File: src/rtl/axis_pkt_source_if.sv
// AXI4-Stream bundle carrying one packet source to its sink.
// The master drives beats and the slave returns TREADY.
interface axis_pkt_source_if #(
  parameter int DATA_W = 32
);
  logic [DATA_W-1:0]   TDATA;
  logic                TVALID;
  logic                TREADY;
  logic [DATA_W/8-1:0] TKEEP;
  logic [DATA_W/8-1:0] TSTRB;
  logic                TLAST;

  modport master (output TDATA, TVALID, TKEEP, TSTRB, TLAST, input TREADY);
  modport slave  (input TDATA, TVALID, TKEEP, TSTRB, TLAST, output TREADY);
endinterface

File: src/rtl/axis_pkt_source.sv
// AXI4-Stream packet source with ap_start/ap_done/ap_idle/ap_ready control.
// Each start emits ceil(byte_count/KB) beats of incrementing data from seed.
module axis_pkt_source #(
  parameter int DATA_W = 32,
  parameter int LEN_W  = 16
) (
  input  logic              ap_clk,
  input  logic              ap_rst,
  input  logic              ap_start,
  output logic              ap_done,
  output logic              ap_idle,
  output logic              ap_ready,
  input  logic [LEN_W-1:0]  byte_count,
  input  logic [DATA_W-1:0] seed,
  axis_pkt_source_if.master M,
  output logic [LEN_W-1:0]  pkt_count
);
  localparam int KB = DATA_W / 8;
  localparam logic [LEN_W-1:0] KB_L = LEN_W'(KB);

  typedef enum logic [1:0] {IDLE, SEND, DONE} state_t;

  state_t            state_q, state_d;
  logic [DATA_W-1:0] tdata_q;
  logic              tvalid_q;
  logic [KB-1:0]     tkeep_q;
  logic              tlast_q;
  logic [LEN_W-1:0]  beat_idx_q;
  logic [LEN_W-1:0]  last_idx_q;
  logic [LEN_W-1:0]  rem_q;
  logic [LEN_W-1:0]  pkt_count_q;

  logic [LEN_W-1:0]  nbeats_in;
  logic [LEN_W-1:0]  rem_in;
  logic [LEN_W-1:0]  next_idx;
  logic              hs;
  logic              load_first;
  logic              load_next;
  logic              finish;

  // Byte qualifier of the final beat: low rem bytes, or all bytes when rem is 0.
  function automatic logic [KB-1:0] last_keep(input logic [LEN_W-1:0] rem);
    logic [KB-1:0] k;
    for (int i = 0; i < KB; i++)
      k[i] = (rem == '0) || (LEN_W'(i) < rem);
    return k;
  endfunction

  assign rem_in    = byte_count % KB_L;
  assign nbeats_in = (byte_count / KB_L) + LEN_W'(rem_in != '0);
  assign next_idx  = beat_idx_q + LEN_W'(1);
  assign hs        = tvalid_q & M.TREADY;

  always_ff @(posedge ap_clk) begin
    if (ap_rst) state_q <= IDLE;
    else        state_q <= state_d;
  end

  always_comb begin
    state_d    = state_q;
    ap_idle    = 1'b0;
    ap_ready   = 1'b0;
    ap_done    = 1'b0;
    load_first = 1'b0;
    load_next  = 1'b0;
    finish     = 1'b0;
    case (state_q)
      IDLE: begin
        ap_idle = 1'b1;
        if (ap_start) begin
          ap_ready = 1'b1;
          if (byte_count != '0) begin
            load_first = 1'b1;
            state_d    = SEND;
          end else begin
            state_d    = DONE;
          end
        end
      end
      SEND: begin
        if (hs) begin
          if (tlast_q) begin
            finish  = 1'b1;
            state_d = DONE;
          end else begin
            load_next = 1'b1;
          end
        end
      end
      DONE: begin
        ap_done = 1'b1;
        state_d = IDLE;
      end
      default: state_d = IDLE;
    endcase
  end

  // Beat register: loads the next beat in the same edge as the handshake.
  always_ff @(posedge ap_clk) begin
    if (ap_rst) begin
      tdata_q     <= '0;
      tvalid_q    <= 1'b0;
      tkeep_q     <= '0;
      tlast_q     <= 1'b0;
      beat_idx_q  <= '0;
      last_idx_q  <= '0;
      rem_q       <= '0;
      pkt_count_q <= '0;
    end else begin
      if (load_first) begin
        last_idx_q <= nbeats_in - LEN_W'(1);
        rem_q      <= rem_in;
        beat_idx_q <= '0;
        tdata_q    <= seed;
        tvalid_q   <= 1'b1;
        tlast_q    <= (nbeats_in == LEN_W'(1));
        tkeep_q    <= (nbeats_in == LEN_W'(1)) ? last_keep(rem_in) : '1;
      end else if (load_next) begin
        beat_idx_q <= next_idx;
        tdata_q    <= tdata_q + DATA_W'(1);
        tlast_q    <= (next_idx == last_idx_q);
        tkeep_q    <= (next_idx == last_idx_q) ? last_keep(rem_q) : '1;
      end else if (finish) begin
        tvalid_q   <= 1'b0;
        tlast_q    <= 1'b0;
        tkeep_q    <= '0;
      end
      if (state_q == DONE)
        pkt_count_q <= pkt_count_q + LEN_W'(1);
    end
  end

  assign M.TDATA   = tdata_q;
  assign M.TVALID  = tvalid_q;
  assign M.TKEEP   = tkeep_q;
  assign M.TSTRB   = tkeep_q;
  assign M.TLAST   = tlast_q;
  assign pkt_count = pkt_count_q;
endmodule

File: src/flat_wrapper.sv
// flat-port wrapper written by rule: the top's interface ports become plain ports
module axis_pkt_source_flat 
#(
  parameter int DATA_W = 32,
  parameter int LEN_W  = 16
)
  (ap_clk, ap_rst, ap_start, ap_done, ap_idle, ap_ready, byte_count, seed, pkt_count, M_TDATA, M_TVALID, M_TKEEP, M_TSTRB, M_TLAST, M_TREADY);
  axis_pkt_source_if #(.DATA_W(DATA_W)) M_i ();
  input  logic ap_clk;
  input  logic ap_rst;
  input  logic ap_start;
  output logic ap_done;
  output logic ap_idle;
  output logic ap_ready;
  input  logic [LEN_W-1:0] byte_count;
  input  logic [DATA_W-1:0] seed;
  output logic [LEN_W-1:0] pkt_count;
  output wire logic [$bits(M_i.TDATA)-1:0] M_TDATA;
  output wire logic [$bits(M_i.TVALID)-1:0] M_TVALID;
  output wire logic [$bits(M_i.TKEEP)-1:0] M_TKEEP;
  output wire logic [$bits(M_i.TSTRB)-1:0] M_TSTRB;
  output wire logic [$bits(M_i.TLAST)-1:0] M_TLAST;
  input wire logic [$bits(M_i.TREADY)-1:0] M_TREADY;
  assign M_TDATA = M_i.TDATA;
  assign M_TVALID = M_i.TVALID;
  assign M_TKEEP = M_i.TKEEP;
  assign M_TSTRB = M_i.TSTRB;
  assign M_TLAST = M_i.TLAST;
  assign M_i.TREADY = M_TREADY;
  axis_pkt_source #(.DATA_W(DATA_W), .LEN_W(LEN_W)) u_core (.ap_clk(ap_clk), .ap_rst(ap_rst), .ap_start(ap_start), .ap_done(ap_done), .ap_idle(ap_idle), .ap_ready(ap_ready), .byte_count(byte_count), .seed(seed), .M(M_i), .pkt_count(pkt_count));
endmodule
File: config.mk
export PLATFORM = sky130hd
export DESIGN_NAME = axis_pkt_source_flat
export DESIGN_NICKNAME = d
export VERILOG_FILES = /design/src/rtl/axis_pkt_source_if.sv /design/src/rtl/axis_pkt_source.sv /design/src/flat_wrapper.sv
export SDC_FILE = /design/constraint.sdc
export NUM_CORES = 1
export LEC_CHECK = 0
export CELL_PAD_IN_SITES_DETAIL_PLACEMENT = 1
export CELL_PAD_IN_SITES_GLOBAL_PLACEMENT = 1
export CORE_AREA = 2 2 141 178
export CTS_BUF_LIST = sky130_fd_sc_hd__clkbuf_4 sky130_fd_sc_hd__clkbuf_8
export CTS_CLUSTER_SIZE = 12
export DETAILED_ROUTE_END_ITERATION = 6
export DIE_AREA = 0 0 143 180
export PLACE_DENSITY = 0.51
export SLEW_MARGIN = 40
export SYNTH_ARGS = -nofsm -noshare
export SYNTH_HDL_FRONTEND = slang
export SYNTH_SLANG_ARGS = --single-unit
File: constraint.sdc
create_clock -name ap_clk -period 3.8 [get_ports ap_clk]
set_input_delay 0.38 -clock ap_clk [delete_from_list [all_inputs] [get_ports ap_clk]]
set_output_delay 0.38 -clock ap_clk [all_outputs]
set_load 0.01 [all_outputs]
# [Yosys cells after proc, flatten, opt, wreduce, memory -nomap -nowiden]
# Index checks and enable logic that the tools add are counted.
[totals] register_bits=90 inputBits=52
[classes] eq_ne=8 bitwise_logic=1 magnitude_cmp=8 n_reduce_logical=19 addsub=5 mux=30
[ops] op="32-bit two-way mux" n=2
[ops] op="16-bit by 1-bit adder with 16-bit output, second input constant" n=2
[ops] op="32-bit by 1-bit adder with 32-bit output, second input constant" n=1
[ops] op="16-bit logical NOT" n=2
[ops] op="16-bit nonzero test" n=2
[ops] op="4-bit two-way mux" n=5
[ops] op="1-bit two-way mux" n=18
[ops] op="16-bit by 1-bit == test with 1-bit output, second input constant" n=1
[ops] op="16-bit == test" n=1
[ops] op="16-bit by 1-bit subtractor with 16-bit output, second input constant" n=1
[ops] op="14-bit by 1-bit adder with 15-bit output" n=1
[ops] op="1-bit logical OR" n=8
[ops] op="1-bit by 2-bit < comparator with 1-bit output, first input constant" n=4
[ops] op="2-bit < comparator, first input constant" n=4
[ops] op="2-bit two-way mux" n=4
[ops] op="2-bit by 1-bit inequality test with 1-bit output, second input constant" n=3
[ops] op="2-bit case mux with 2 select lines" n=1
[ops] op="2-bit nonzero test" n=2
[ops] op="3-bit AND reduction" n=1
[ops] op="3-bit nonzero test" n=1
[ops] op="2-bit by 1-bit == test with 1-bit output, second input constant" n=1
[ops] op="2-bit == test, second input constant" n=1
[ops] op="2-bit logical NOT" n=1
[ops] op="2-bit inequality test, second input constant" n=1
[ops] op="other kinds (3)" n=3

# [Depth between registers and ports, before layout]
[depth] ltp_word=6 ltp_mapped=15

# [Least setup slack after synthesis]
# Ideal clock, no wire load.
[synth_path] kind="input-to-reg" start="input byte_count[0]" end="register u_core.last_idx_q[13]" setup_slack_ns=0.964 arrival_time_ns=2.719 required_ns=3.683 path_stages=15 n_path_buf=3 cell_sequence="inv_1 -> ha_1 -> inv_1 -> ha_1 -> ha_1 -> buf_2 -> and3_1 -> buf_4 -> and4_1 -> buf_2 -> nand3_1 -> a221oi_2 -> mux2i_1 -> xnor2_1 -> a22o_1"
[synth_via] elab_chain_cells=4 word_cells_on_any_way=7 cone_classes="add/sub: 2; mux: 3; reduce/logical: 2"
[synth_rtl] element="from (decl)" line_no="flat_wrapper.sv:15" text="input logic [LEN_W-1:0] byte_count;"
[synth_rtl] element="parallel branches: the longest is 4 deep, another holds 16-bit by 1-bit subtractor with 16-bit output"
[synth_rtl] element="to (signal assigned)" line_no="axis_pkt_source.sv:111" text="last_idx_q <= nbeats_in - LEN_W'(1);"
[synth_rtl] element="to (decl)" line_no="axis_pkt_source.sv:29" text="logic [LEN_W-1:0] last_idx_q;"
# Several ways; the timed one is not identified.
# A chain may end at the register's enable or synchronous reset.

# [Worst setup path in the final report]
[layout_path] start="input byte_count[0]" end="register u_core.tkeep_q[1], in the netlist u_core.M.TKEEP[1]"
[layout_via] elab_chain_cells=5 word_cells_on_any_way=13 cone_classes="add/sub: 1; order compare: 1; eq/ne: 1; mux: 5; reduce/logical: 5"
[layout_rtl] element="16-bit nonzero test (on tied branches)" line_no="axis_pkt_source.sv:50, axis_pkt_source.sv:72"
[layout_rtl] element="14-bit by 1-bit adder with 15-bit output / 1-bit two-way mux (equally long branches)" line_no="axis_pkt_source.sv:50, axis_pkt_source.sv:72"
[layout_rtl] element="16-bit by 1-bit == test with 1-bit output / 1-bit two-way mux (equally long branches)" line_no="axis_pkt_source.sv:117, axis_pkt_source.sv:70"
[layout_rtl] element="4-bit two-way mux / 1-bit two-way mux (equally long branches)" line_no="axis_pkt_source.sv:117, axis_pkt_source.sv:67"
[layout_rtl] element="4-bit two-way mux / 3-bit nonzero test (equally long branches)"
[layout_rtl] element="to (signal assigned)" line_no="axis_pkt_source.sv:117" text="tkeep_q <= (nbeats_in == LEN_W'(1)) ? last_keep(rem_in) : '1;"
[layout_rtl] element="to (signal assigned)" line_no="axis_pkt_source.sv:122" text="tkeep_q <= (next_idx == last_idx_q) ? last_keep(rem_q) : '1;"
[layout_rtl] element="to (decl)" line_no="axis_pkt_source.sv:26" text="logic [KB-1:0] tkeep_q;"
# Parallel ways exist; a longest one is shown, timed or not.

==> results.md <==
- Fill count: 2899
- LEAKAGE: 2.42 nW
- Antenna violations before repair: 1
- TritonCTS clock tree: done
- Area of the multi-input gates: 3400 µm²
- PortBufs: 112
- Post-DR wirelength/cell: 16.9 µm
- Final clock skew: 14.4 ps
- Nets@finish: 865
- Max-Cap Viols: 0
- Number of gates resized after CTS: 0
- GRT Util Overall: 15.2%
- Total core area: 24100 µm²
- Initial Utilization: 22.6%
- Unrepaired setup endpoints after global routing: false
- Setup CP Type: input pin to flip-flop
- Vias post-DR: 5524
- Full die area: 25700 µm²
- Sequential share of the synthesized area: 33.0%
- Simple-gate share of the synthesized area: 30.8%
- DRT Pass-1 Iters: 4
- Max Clk Rate: 0.294 GHz
- Worst-Margin Slew: 761 ps
- Vias in the first global route: 5897
- Synth Area in XOR/XNOR: 10.1%
- DP HPWL: 14400 µm
- Multiplexer share of the synthesized area: 1.49%
- Max-slew headroom: 49.2%
- Maximum VDD drop: 0.142 mV
- Drt drc: 0
- Reg clk slew, reported paths: 100 ps
- Synth Area in Compound Gates: 17.3%
- Final WL: 19200 µm
- Syn nets: 779
- FF+latch area: 1800 µm²
- Syn Std Cell Area: 5460 µm²
- Distinct cells, synth: 66
- Clock Tree Root: clkbuf_8
- Mean area per synthesized cell: 7.62 µm²
- Setup Buffers After CTS: 0
- Clk sink count: 90
- Setup violations, final: 0
- Period utilization: 89.5%
- Post-synth EDFFs: 0
- Final hold violations: 0
- Crit path DAT: 3650 ps
- Total grt overflow: 0
- Critical Path End Type: flip-flop
- Die width: 143 µm
- Vias per cell: 4.85
- H-tree Lvls: 3
- DIE HEIGHT: 180 µm
- Maximum fanout along the worst path: 8
- Min Tclk post-route: 3400 ps
- Hold Crit Class: input pin to flip-flop
- Crit path required time: 4050 ps
- Main combinational cell family by area after synthesis: simple AND/OR/NAND/NOR gates
- Commonest non-fill, non-tap cells in the layout: clkdlybuf4s50_1, nand2_1, dfxtp_1, nor2_1, a21oi_1
- CTS Buf Count: 9
- Pwr Density: 305 nW/µm²
- Critical path startpoint category: input pin
- First-pass GRT wire length: 31500 µm
- Hold buffer count at cts: 0
- Worst skew pair latency: 390 ps
- P&R area growth vs syn: 29.4%
- Synthesis-stage register bit count: 90
- Commonest non-fill, non-tap cell in the layout: clkdlybuf4s50_1
- Std cell rows: 64
- Share of layout cells above drive strength 1: 5.45%
- Routed Antenna Nets: 0
- Area share of fa/ha/maj cells after synthesis: 2.52%
- Largest net degree at the start of global routing: 67
- Top_reg_cell synth: dfxtp_1
- Status: completed
- Final slew viol count: 0
- Cells after Synth: 716
- Pwr Total: 0.00216 W
- Longest Clk Path Bufs: 2
- Yosys warning count: 0
- GP Congestion: 0.842
- Synth async-reset ratio: 0%
- I/O pin total: 113
- DRT iter0 DRCs: 165
- Setup_tns: 0 ps
==> synth_stat cells, types with 4 or more instances <==
| library cell | n | share of area, % |
|---|---|---|
| a211oi_1 | 13 | 1.8 |
| a21oi_1 | 52 | 4.8 |
| a221oi_1 | 5 | 0.80 |
| a2bb2oi_1 | 4 | 0.64 |
| a31oi_1 | 10 | 1.1 |
| and2_1 | 7 | 0.80 |
| and3_1 | 27 | 3.1 |
| and4_1 | 9 | 1.4 |
| buf_2 | 11 | 1.0 |
| buf_4 | 5 | 0.69 |
| clkbuf_1 | 27 | 1.9 |
| dfxtp_1 | 90 | 33 |
| ha_1 | 11 | 2.5 |
| inv_1 | 12 | 0.83 |
| mux2i_1 | 7 | 1.3 |
| nand2_1 | 99 | 6.8 |
| nand2b_1 | 7 | 0.80 |
| nand3_1 | 31 | 2.8 |
| nand4_1 | 12 | 1.4 |
| nor2_1 | 85 | 5.8 |
| nor3_1 | 18 | 1.7 |
| nor4_1 | 7 | 0.80 |
| o21ai_0 | 28 | 2.6 |
| o31ai_1 | 4 | 0.55 |
| or3_1 | 9 | 1.0 |
| or4_1 | 4 | 0.55 |
| xnor2_1 | 36 | 5.8 |
| xor2_1 | 27 | 4.3 |
==> cell type report <==
cell class              instances  share of cell area [%]
clock buffers                  10                    1.95
multi-input cells             566                    48.1
flip-flops and latches         90                    25.5
clock inverters                 6                   0.939
well taps                     330                    5.85
diodes                          1                  0.0354
repair buffers                123                    17.0
inverters                      12                   0.638
==> critical path, cell delays in order <==
cell	delay, ps
clkdlybuf4s50_1	510
inv_1	60
ha_1	250
inv_1	70
ha_1	260
ha_1	210
and3_1	310
and4_1	390
and3_1	200
o21ai_1	100
a211oi_2	390
nor4bb_1	420
o31ai_1	100
==> power breakdown <==
group          leakage [nW]  switching [W]  internal (W)
clock                0.0945       0.000389      0.000322
sequential            0.735      0.0000511      0.000986
combinational          1.59       0.000208      0.000198
==> cells by family (layout without fill, tap and decap cells) <==
family,count (synthesis),in the layout
compound gates,147,147
mux,8,8
buf+inv,60,151
other cells,0,1
simple gates,337,337
fa+ha+maj,11,11
flops,90,90
xor+xnor,63,63
==> per-stage QoR <==
step	utilization [%]	hold slack (ps)	cells	setup slack, ps	cell area (µm²)
finish	29.3	335	1138	399	7060
global route	29.3	341	1138	205	7060
CTS	29.3	312	1137	467	7060
detailed placement	28.4	460	1121	35.2	6860
global placement	28.4	447	1121	242	6860
floorplan	-	436	716	964	5460
==> registers in the layout (all words and copies together) (netlist names), 2 cells and up <==
name and flops:
u_core.pkt_count 16, u_core.rem_q 2, u_core.M.TKEEP 4, u_core.last_idx_q 16, u_core.state_q 2, u_core.M.TDATA 32, u_core.beat_idx_q 16
==> path summary, 6_finish.rpt <==
path | startpoint | endpoint | slack, ps | depth (start not counted)
max | byte_count[0] | u_core.M.TKEEP[1] | 400 | 13
min | ap_rst | u_core.last_idx_q[11] | 330 | 2
max reg2reg | u_core.beat_idx_q[0] | u_core.M.TKEEP[2] | 980 | 8
min reg2reg | u_core.rem_q[1] | u_core.rem_q[1] | 470 | 2
==> per-layer routing <==
layer	vias to the layer above	global-route usage, %	routed length, µm
met5	-	0	0
met4	0	6.06	541
met3	24	3.04	730
met2	96	26.8	9590
met1	2701	17.9	8310
li1	2703	-	-
Note: power is estimated with default switching activity, not from simulation.
